## config.mk

```make
export PLATFORM = sky130hd
export DESIGN_NAME = rpi_sample_shifter_flat
export DESIGN_NICKNAME = d
export VERILOG_FILES = /design/src/rtl/rpi_sample_shifter_if.sv /design/src/rtl/rpi_sample_shifter.sv /design/src/flat_wrapper.sv
export SDC_FILE = /design/constraint.sdc
export NUM_CORES = 1
export LEC_CHECK = 0
export ABC_AREA = 1
export CORE_ASPECT_RATIO = 1.1
export CORE_UTILIZATION = 45
export DETAILED_ROUTE_END_ITERATION = 16
export GPL_ROUTABILITY_DRIVEN = 0
export PLACE_DENSITY = 0.74
export SYNTH_ARGS = -nofsm -noshare
export SYNTH_HDL_FRONTEND = slang
export SYNTH_SLANG_ARGS = --single-unit
```

## constraint.sdc

```tcl
create_clock -name clk_in -period 2.6 [get_ports clk_in]
set_clock_uncertainty 0.15 [all_clocks]
set_input_delay 0.78 -clock clk_in [delete_from_list [all_inputs] [get_ports clk_in]]
set_output_delay 0.78 -clock clk_in [all_outputs]
set_load 0.01 [all_outputs]
```

## src/rtl/rpi_sample_shifter_if.sv

```systemverilog
// Sample bus and Pi-side serial link of rpi_sample_shifter; the slave modport is the shifter's view.
interface rpi_sample_shifter_if #(
  parameter int DATA_W = 32
);
  logic [DATA_W-1:0] sample_in;
  logic              sample_valid;
  logic              sample_ready;
  logic              rpi_clk;
  logic              interrupt_enable;
  logic              rpi_data;

  modport master (
    output sample_in, sample_valid, rpi_clk,
    input  sample_ready, interrupt_enable, rpi_data
  );

  modport slave (
    input  sample_in, sample_valid, rpi_clk,
    output sample_ready, interrupt_enable, rpi_data
  );
endinterface

```

## src/rtl/rpi_sample_shifter.sv

```systemverilog
// Buffers I2S samples and shifts them MSB-first to the Pi on falling rpi_clk edges; RPI_SHIFT_PARITY_EN appends an even-parity bit.
// Level updates 1 cycle after a push; sample_ready drops when full, and a word offered while full is dropped and flagged.
module rpi_sample_shifter #(
  parameter int DATA_W     = 32,
  parameter int FIFO_DEPTH = 8,
  parameter int WATERMARK  = 4
) (
  input  logic                          clk_in,
  input  logic                          reset,
  rpi_sample_shifter_if.slave           bus,
  output logic [$clog2(FIFO_DEPTH):0]   fifo_level,
  output logic                          overflow
);
  localparam int PTR_W = $clog2(FIFO_DEPTH);
  localparam int LVL_W = PTR_W + 1;
  localparam int CNT_W = $clog2(DATA_W + 1);
`ifdef RPI_SHIFT_PARITY_EN
  localparam int SH_W = DATA_W + 1;
`else
  localparam int SH_W = DATA_W;
`endif
  localparam logic [CNT_W-1:0] LAST_BIT = CNT_W'(SH_W - 1);
  localparam logic [LVL_W-1:0] WM_LVL   = LVL_W'(WATERMARK);
  localparam logic [LVL_W-1:0] FULL_LVL = LVL_W'(FIFO_DEPTH);

  typedef enum logic [1:0] {IDLE, ARM, SHIFT, DONE} state_t;

  state_t            r_state;
  state_t            w_state_nxt;
  logic [DATA_W-1:0] r_mem [FIFO_DEPTH];
  logic [PTR_W-1:0]  r_wptr;
  logic [PTR_W-1:0]  r_rptr;
  logic [LVL_W-1:0]  r_level;
  logic [LVL_W-1:0]  w_level_nxt;
  logic              r_ready;
  logic              r_ovf;
  logic              r_s1;
  logic              r_s2;
  logic              r_s3;
  logic              w_fall;
  logic              w_rise;
  logic [SH_W-1:0]   r_shreg;
  logic [SH_W-1:0]   w_load_val;
  logic [CNT_W-1:0]  r_cnt;
  logic [DATA_W-1:0] w_head;
  logic              w_push;
  logic              w_pop;
  logic              w_shift;
  logic              w_clr;

  assign w_push = bus.sample_valid && r_ready;
  assign w_head = r_mem[r_rptr];
  assign w_fall = r_s3 && !r_s2;
  assign w_rise = !r_s3 && r_s2;

`ifdef RPI_SHIFT_PARITY_EN
  assign w_load_val = {w_head, ^w_head};
`else
  assign w_load_val = w_head;
`endif

  always_comb begin
    w_level_nxt = r_level;
    if (w_push && !w_pop) begin
      w_level_nxt = r_level + LVL_W'(1);
    end else if (!w_push && w_pop) begin
      w_level_nxt = r_level - LVL_W'(1);
    end
  end

  always_ff @(posedge clk_in) begin
    if (reset) begin
      r_state <= IDLE;
    end else begin
      r_state <= w_state_nxt;
    end
  end

  // The counter only advances on falling edges, so reaching LAST_BIT and seeing
  // another fall means the final bit has already been sampled on its rising edge.
  always_comb begin
    w_state_nxt = r_state;
    w_pop       = 1'b0;
    w_shift     = 1'b0;
    w_clr       = 1'b0;
    case (r_state)
      IDLE: begin
        if (r_level >= WM_LVL) begin
          w_pop       = 1'b1;
          w_state_nxt = ARM;
        end
      end
      ARM: begin
        if (w_rise) begin
          w_state_nxt = SHIFT;
        end
      end
      SHIFT: begin
        if (w_fall) begin
          if (r_cnt != LAST_BIT) begin
            w_shift = 1'b1;
          end else if (r_level != '0) begin
            w_pop = 1'b1;
          end else begin
            w_clr       = 1'b1;
            w_state_nxt = DONE;
          end
        end
      end
      DONE: begin
        w_state_nxt = IDLE;
      end
      default: begin
        w_state_nxt = IDLE;
      end
    endcase
  end

  always_ff @(posedge clk_in) begin
    if (reset) begin
      for (int i = 0; i < FIFO_DEPTH; i++) begin
        r_mem[i] <= '0;
      end
      r_wptr  <= '0;
      r_rptr  <= '0;
      r_level <= '0;
      r_ready <= 1'b1;
      r_ovf   <= 1'b0;
      r_s1    <= 1'b0;
      r_s2    <= 1'b0;
      r_s3    <= 1'b0;
      r_shreg <= '0;
      r_cnt   <= '0;
    end else begin
      r_s1 <= bus.rpi_clk;
      r_s2 <= r_s1;
      r_s3 <= r_s2;
      if (w_push) begin
        r_mem[r_wptr] <= bus.sample_in;
        r_wptr        <= r_wptr + 1'b1;
      end
      if (bus.sample_valid && !r_ready) begin
        r_ovf <= 1'b1;
      end
      r_level <= w_level_nxt;
      r_ready <= (w_level_nxt != FULL_LVL);
      if (w_pop) begin
        r_rptr  <= r_rptr + 1'b1;
        r_shreg <= w_load_val;
        r_cnt   <= '0;
      end else if (w_shift) begin
        r_shreg <= r_shreg << 1;
        r_cnt   <= r_cnt + 1'b1;
      end else if (w_clr) begin
        r_shreg <= '0;
      end
    end
  end

  // The serial pin is the top of the shift register, cleared on DONE so it idles low.
  assign bus.rpi_data         = r_shreg[SH_W-1];
  assign bus.interrupt_enable = (r_state == ARM) || (r_state == SHIFT);
  assign bus.sample_ready     = r_ready;
  assign fifo_level           = r_level;
  assign overflow             = r_ovf;
endmodule

```

## src/flat_wrapper.sv

```systemverilog
// flat-port wrapper written by rule: the top's interface ports become plain ports
module rpi_sample_shifter_flat 
#(
  parameter int DATA_W     = 32,
  parameter int FIFO_DEPTH = 8,
  parameter int WATERMARK  = 4
)
  (clk_in, reset, fifo_level, overflow, bus_sample_in, bus_sample_valid, bus_rpi_clk, bus_sample_ready, bus_interrupt_enable, bus_rpi_data);
  rpi_sample_shifter_if #(.DATA_W(DATA_W)) bus_i ();
  input  logic clk_in;
  input  logic reset;
  output logic [$clog2(FIFO_DEPTH):0] fifo_level;
  output logic overflow;
  input wire logic [$bits(bus_i.sample_in)-1:0] bus_sample_in;
  input wire logic [$bits(bus_i.sample_valid)-1:0] bus_sample_valid;
  input wire logic [$bits(bus_i.rpi_clk)-1:0] bus_rpi_clk;
  output wire logic [$bits(bus_i.sample_ready)-1:0] bus_sample_ready;
  output wire logic [$bits(bus_i.interrupt_enable)-1:0] bus_interrupt_enable;
  output wire logic [$bits(bus_i.rpi_data)-1:0] bus_rpi_data;
  assign bus_i.sample_in = bus_sample_in;
  assign bus_i.sample_valid = bus_sample_valid;
  assign bus_i.rpi_clk = bus_rpi_clk;
  assign bus_sample_ready = bus_i.sample_ready;
  assign bus_interrupt_enable = bus_i.interrupt_enable;
  assign bus_rpi_data = bus_i.rpi_data;
  rpi_sample_shifter #(.DATA_W(DATA_W), .FIFO_DEPTH(FIFO_DEPTH), .WATERMARK(WATERMARK)) u_core (.clk_in(clk_in), .reset(reset), .bus(bus_i), .fifo_level(fifo_level), .overflow(overflow));
endmodule
```

==> flow_summary_export.csv <==
group,metric,value,unit
status,status,"finished, final reports clean",
synthesis,yosysMostFrequentCell,"nor2_1",
final_layout,fin_nets,1474,
synthesis,synth-seq-area-share,0.645,
global_route,grtUsageTotal,0.214,
global_route,overflow,0,
synthesis,synth.distinct_cells,34,
floorplanning,row_count,66,
floorplanning,die_area,31200,µm²
synthesis,synth_commonest_cells,"nor2_1 (399), edfxtp_1 (256), nand2_1 (205)",
detailed_routing,drt-total-wl,33100,µm
power,p_clk_frac,0.367,
floorplanning,coreArea,29800,µm²
global_route,grt_pass1_vias,9691,
power,peakVddDrop,0.478,mV
setup_path,worstSetupPathType,"flip-flop to primary output",
cts,cts_sinks,314,
setup_path,cpLargestDelayFamily,"buffers and inverters",
global_route,antenna_found_initial,0,
setup_path,slowest_stage,"clkdlybuf4s50_1",
final_layout,drive_gt1_frac,0.0853,
setup_path,critPathLaunch,"u_core.r_shreg[31]",
floorplanning,ios,44,
synthesis,synthCells,1396,
setup_path,arrival,1.62,ns
power,power.internal,0.00842,W
min_path,worst_hold_path_type,"flip-flop to flip-flop",
sta,worst_pin_slew,0.538,ns
global_route,grt_pass1_wl,51700,µm
setup_path,path_buf_inv,1,
power,switchingPower,0.00273,W
cts,cts_root_buf,"clkbuf_16",
setup_path,ff2ff_path_depth,11,
placed_design,io_buffers,43,
setup_path,endpoint,"bus_rpi_data",
sta,whs,0.255,ns
cts,clockBufferDepth,3,
power,p_sw_frac,0.245,
synthesis,ys_warn_count,0,
final_layout,regArea,8860,µm²
setup_path,regToRegSetupSlack,0.58,ns
setup_path,crit_chain,"clkdlybuf4s50_1",
floorplanning,die_w,168,µm
sta,period_share,0.980,
synthesis,async_flop_share,0,
setup_path,path_depth,1,
power,cellLeakagePower,6.14,nW
final_layout,final_util,0.529,
power,pwr-share-comb,0.115,
setup_path,critPathMaxStageDelay,0.61,ns
detailed_routing,ant_nets,0,
cts,clk_pin_slew,0.06,ns
synthesis,syn_avg_cell_area,9.83,µm²
detailed_routing,drc_errors,0,
setup_path,r2r-end,"u_core.bus.sample_ready",
synthesis,synth_top_flop_cell,"edfxtp_1",
cts,cts_tree,"built",
cts,postCtsSetupBuffers,0,
sta,setup_viol,0,
setup_path,r2r-start,"u_core.fifo_level[0]",
detailed_routing,via_per_inst,5.50,
power,power_density,707,nW/µm²
final_layout,synthToLayoutAreaGrowth,14.9,%
synthesis,syn_nets,1441,
sta,fmax,392,MHz
synthesis,synth.top_cell.area_share,0.560,
setup_path,path_max_fanout,2,
setup_path,crit_required,1.67,ns
synthesis,synth_seq_cells,314,
cts,clk_latency,0.56,ns
synthesis,yosysTopAreaCell,"edfxtp_1",
cts,cts_hold_buf,0,
power,total_power,0.0111,W
detailed_routing,first_pass_iters,6,
final_layout,antennaDiodeCount,0,
cts,cts_inserted_buffers,30,
cts,ctsHtreeMaxLevel,1,
detailed_routing,drt-initial-drc-count,1112,
power,pwr-share-seq,0.518,
final_layout,n_fill_cell,2529,
sta,rsz0062_at_grt,"no",
placed_design,hpwl,20000,µm
sta,setup_tns,0,ns
synthesis,synth_edf_count,256,
floorplanning,floorplan.initialDensity,0.460,
setup_path,cp-end-kind,"primary output",
sta,period_needed,2.55,ns
detailed_routing,wl_per_cell,17.8,µm
sta,finalHoldViolCount,0,
setup_path,cp-start-kind,"flip-flop",
final_layout,multi_input_area,4210,µm²
sta,maxSlewViolCount,0,
sta,max_slew_margin,0.641,
global_route,grt_max_degree,129,
synthesis,synthTopCellsByArea,"edfxtp_1 (56%), nor2_1 (11%), dfxtp_1 (8.5%), nand2_1 (5.6%), o21ai_0 (4.7%)",
run,maxCapViolCount,0,
synthesis,syn_area,13700,µm²
floorplanning,die_y,185,µm
min_path,hold_path_depth,2,
detailed_routing,vias,10200,
[flip-flops by register name, summed over array words and instances, names as in the netlist, named ones only]
name,count
u_core.r_state,2
u_core.overflow,1
u_core.r_s2,1
u_core.r_rptr,3
u_core.r_shreg,32
u_core.r_mem,256
u_core.r_s3,1
u_core.r_cnt,6
u_core.fifo_level,4
u_core.r_wptr,3
u_core.r_s1,1
u_core.bus.sample_ready,1
[logic make-up (layout without fill, tap and decap cells)]
family / after synthesis / in the layout / share of synthesized area
compound gates: 239 / 239 / 0.0968
fa+ha+maj: 9 / 9 / 0.00821
flops: 314 / 314 / 0.645
xor+xnor: 4 / 4 / 0.00255
buf+inv: 151 / 208 / 0.0497
simple gates: 679 / 679 / 0.198
[layer usage]
| metal | GRT usage | up-vias | routed length [µm] |
|---|---|---|---|
| met4 | 0.0724 | 0 | 816 |
| li1 | - | 4817 | - |
| met2 | 0.362 | 488 | 15700 |
| met1 | 0.284 | 4861 | 13700 |
| met5 | 0 | - | 0 |
| met3 | 0.0295 | 68 | 2880 |
[power by group through the flow]
stage                     Combinational [W]  Sequential, W  Clock (W)
final                               0.00128        0.00578    0.00409
after global routing                0.00142        0.00580    0.00431
after CTS                           0.00127        0.00577    0.00414
after global placement              0.00125        0.00587          0
after floorplan                    0.000829        0.00586          0
after detailed placement            0.00127        0.00588          0
[cell usage in the layout, fill, tap and decap left out, types with 2 or more instances in the layout]
cell type	synthesis	routed
o21ai_0	129	129
nor2_2	3	3
clkinv_1	2	5
a21oi_1	15	15
nor3_1	4	4
nand4_1	11	11
clkbuf_16	0	30
clkbuf_8	0	5
buf_4	9	30
dfxtp_2	0	3
nand3_2	2	2
ha_1	9	9
inv_2	2	2
clkbuf_1	45	7
edfxtp_1	256	256
inv_1	55	54
clkinv_2	0	3
o22ai_1	62	62
nand3_1	48	48
clkbuf_2	0	5
buf_12	1	19
nor2_1	399	399
nand2_1	205	197
nor2_4	2	2
dfxtp_1	58	54
xor2_1	3	3
clkdlybuf4s50_1	0	41
nand2_2	0	8
a31oi_1	31	31
[metrics by stage]
| stage | area (µm²) | worst slack [ns] | instances |
|---|---|---|---|
| global placement | 14800 | -0.107 | 1805 |
| floorplan | 13700 | -0.224 | 1396 |
| global route | 15800 | 0.00120 | 1861 |
| detailed placement | 14800 | -0.0681 | 1805 |
| CTS | 15800 | 0.0201 | 1861 |
| finish | 15800 | 0.0513 | 1861 |
[area by class of cell]
| type | instances | share of cell area |
|---|---|---|
| multi-input combinational | 931 | 0.267 |
| clock buffer | 47 | 0.0552 |
| sequential | 314 | 0.562 |
| timing repair buffer | 92 | 0.0653 |
| inverter | 60 | 0.0145 |
| tap | 408 | 0.0324 |
| clock inverter | 9 | 0.00397 |
[worst min-delay path by stage]
| stage | from | end |
|---|---|---|
| 3_5_place_dp | u_core.r_s1 | u_core.r_s2 |
| 6_report | u_core.r_s1 | u_core.r_s2 |
| 4_1_cts | u_core.r_s1 | u_core.r_s2 |
| 2_1_floorplan | u_core.r_s1 | u_core.r_s2 |
| 3_3_place_gp | u_core.r_s1 | u_core.r_s2 |
| 5_1_grt | u_core.r_s1 | u_core.r_s2 |
[repair_timing]
action,in CTS,in global routing
pin swaps,0,0
resized for setup,1,2
setup endpoints to repair,1,2
(Power assumes the default switching activity.)
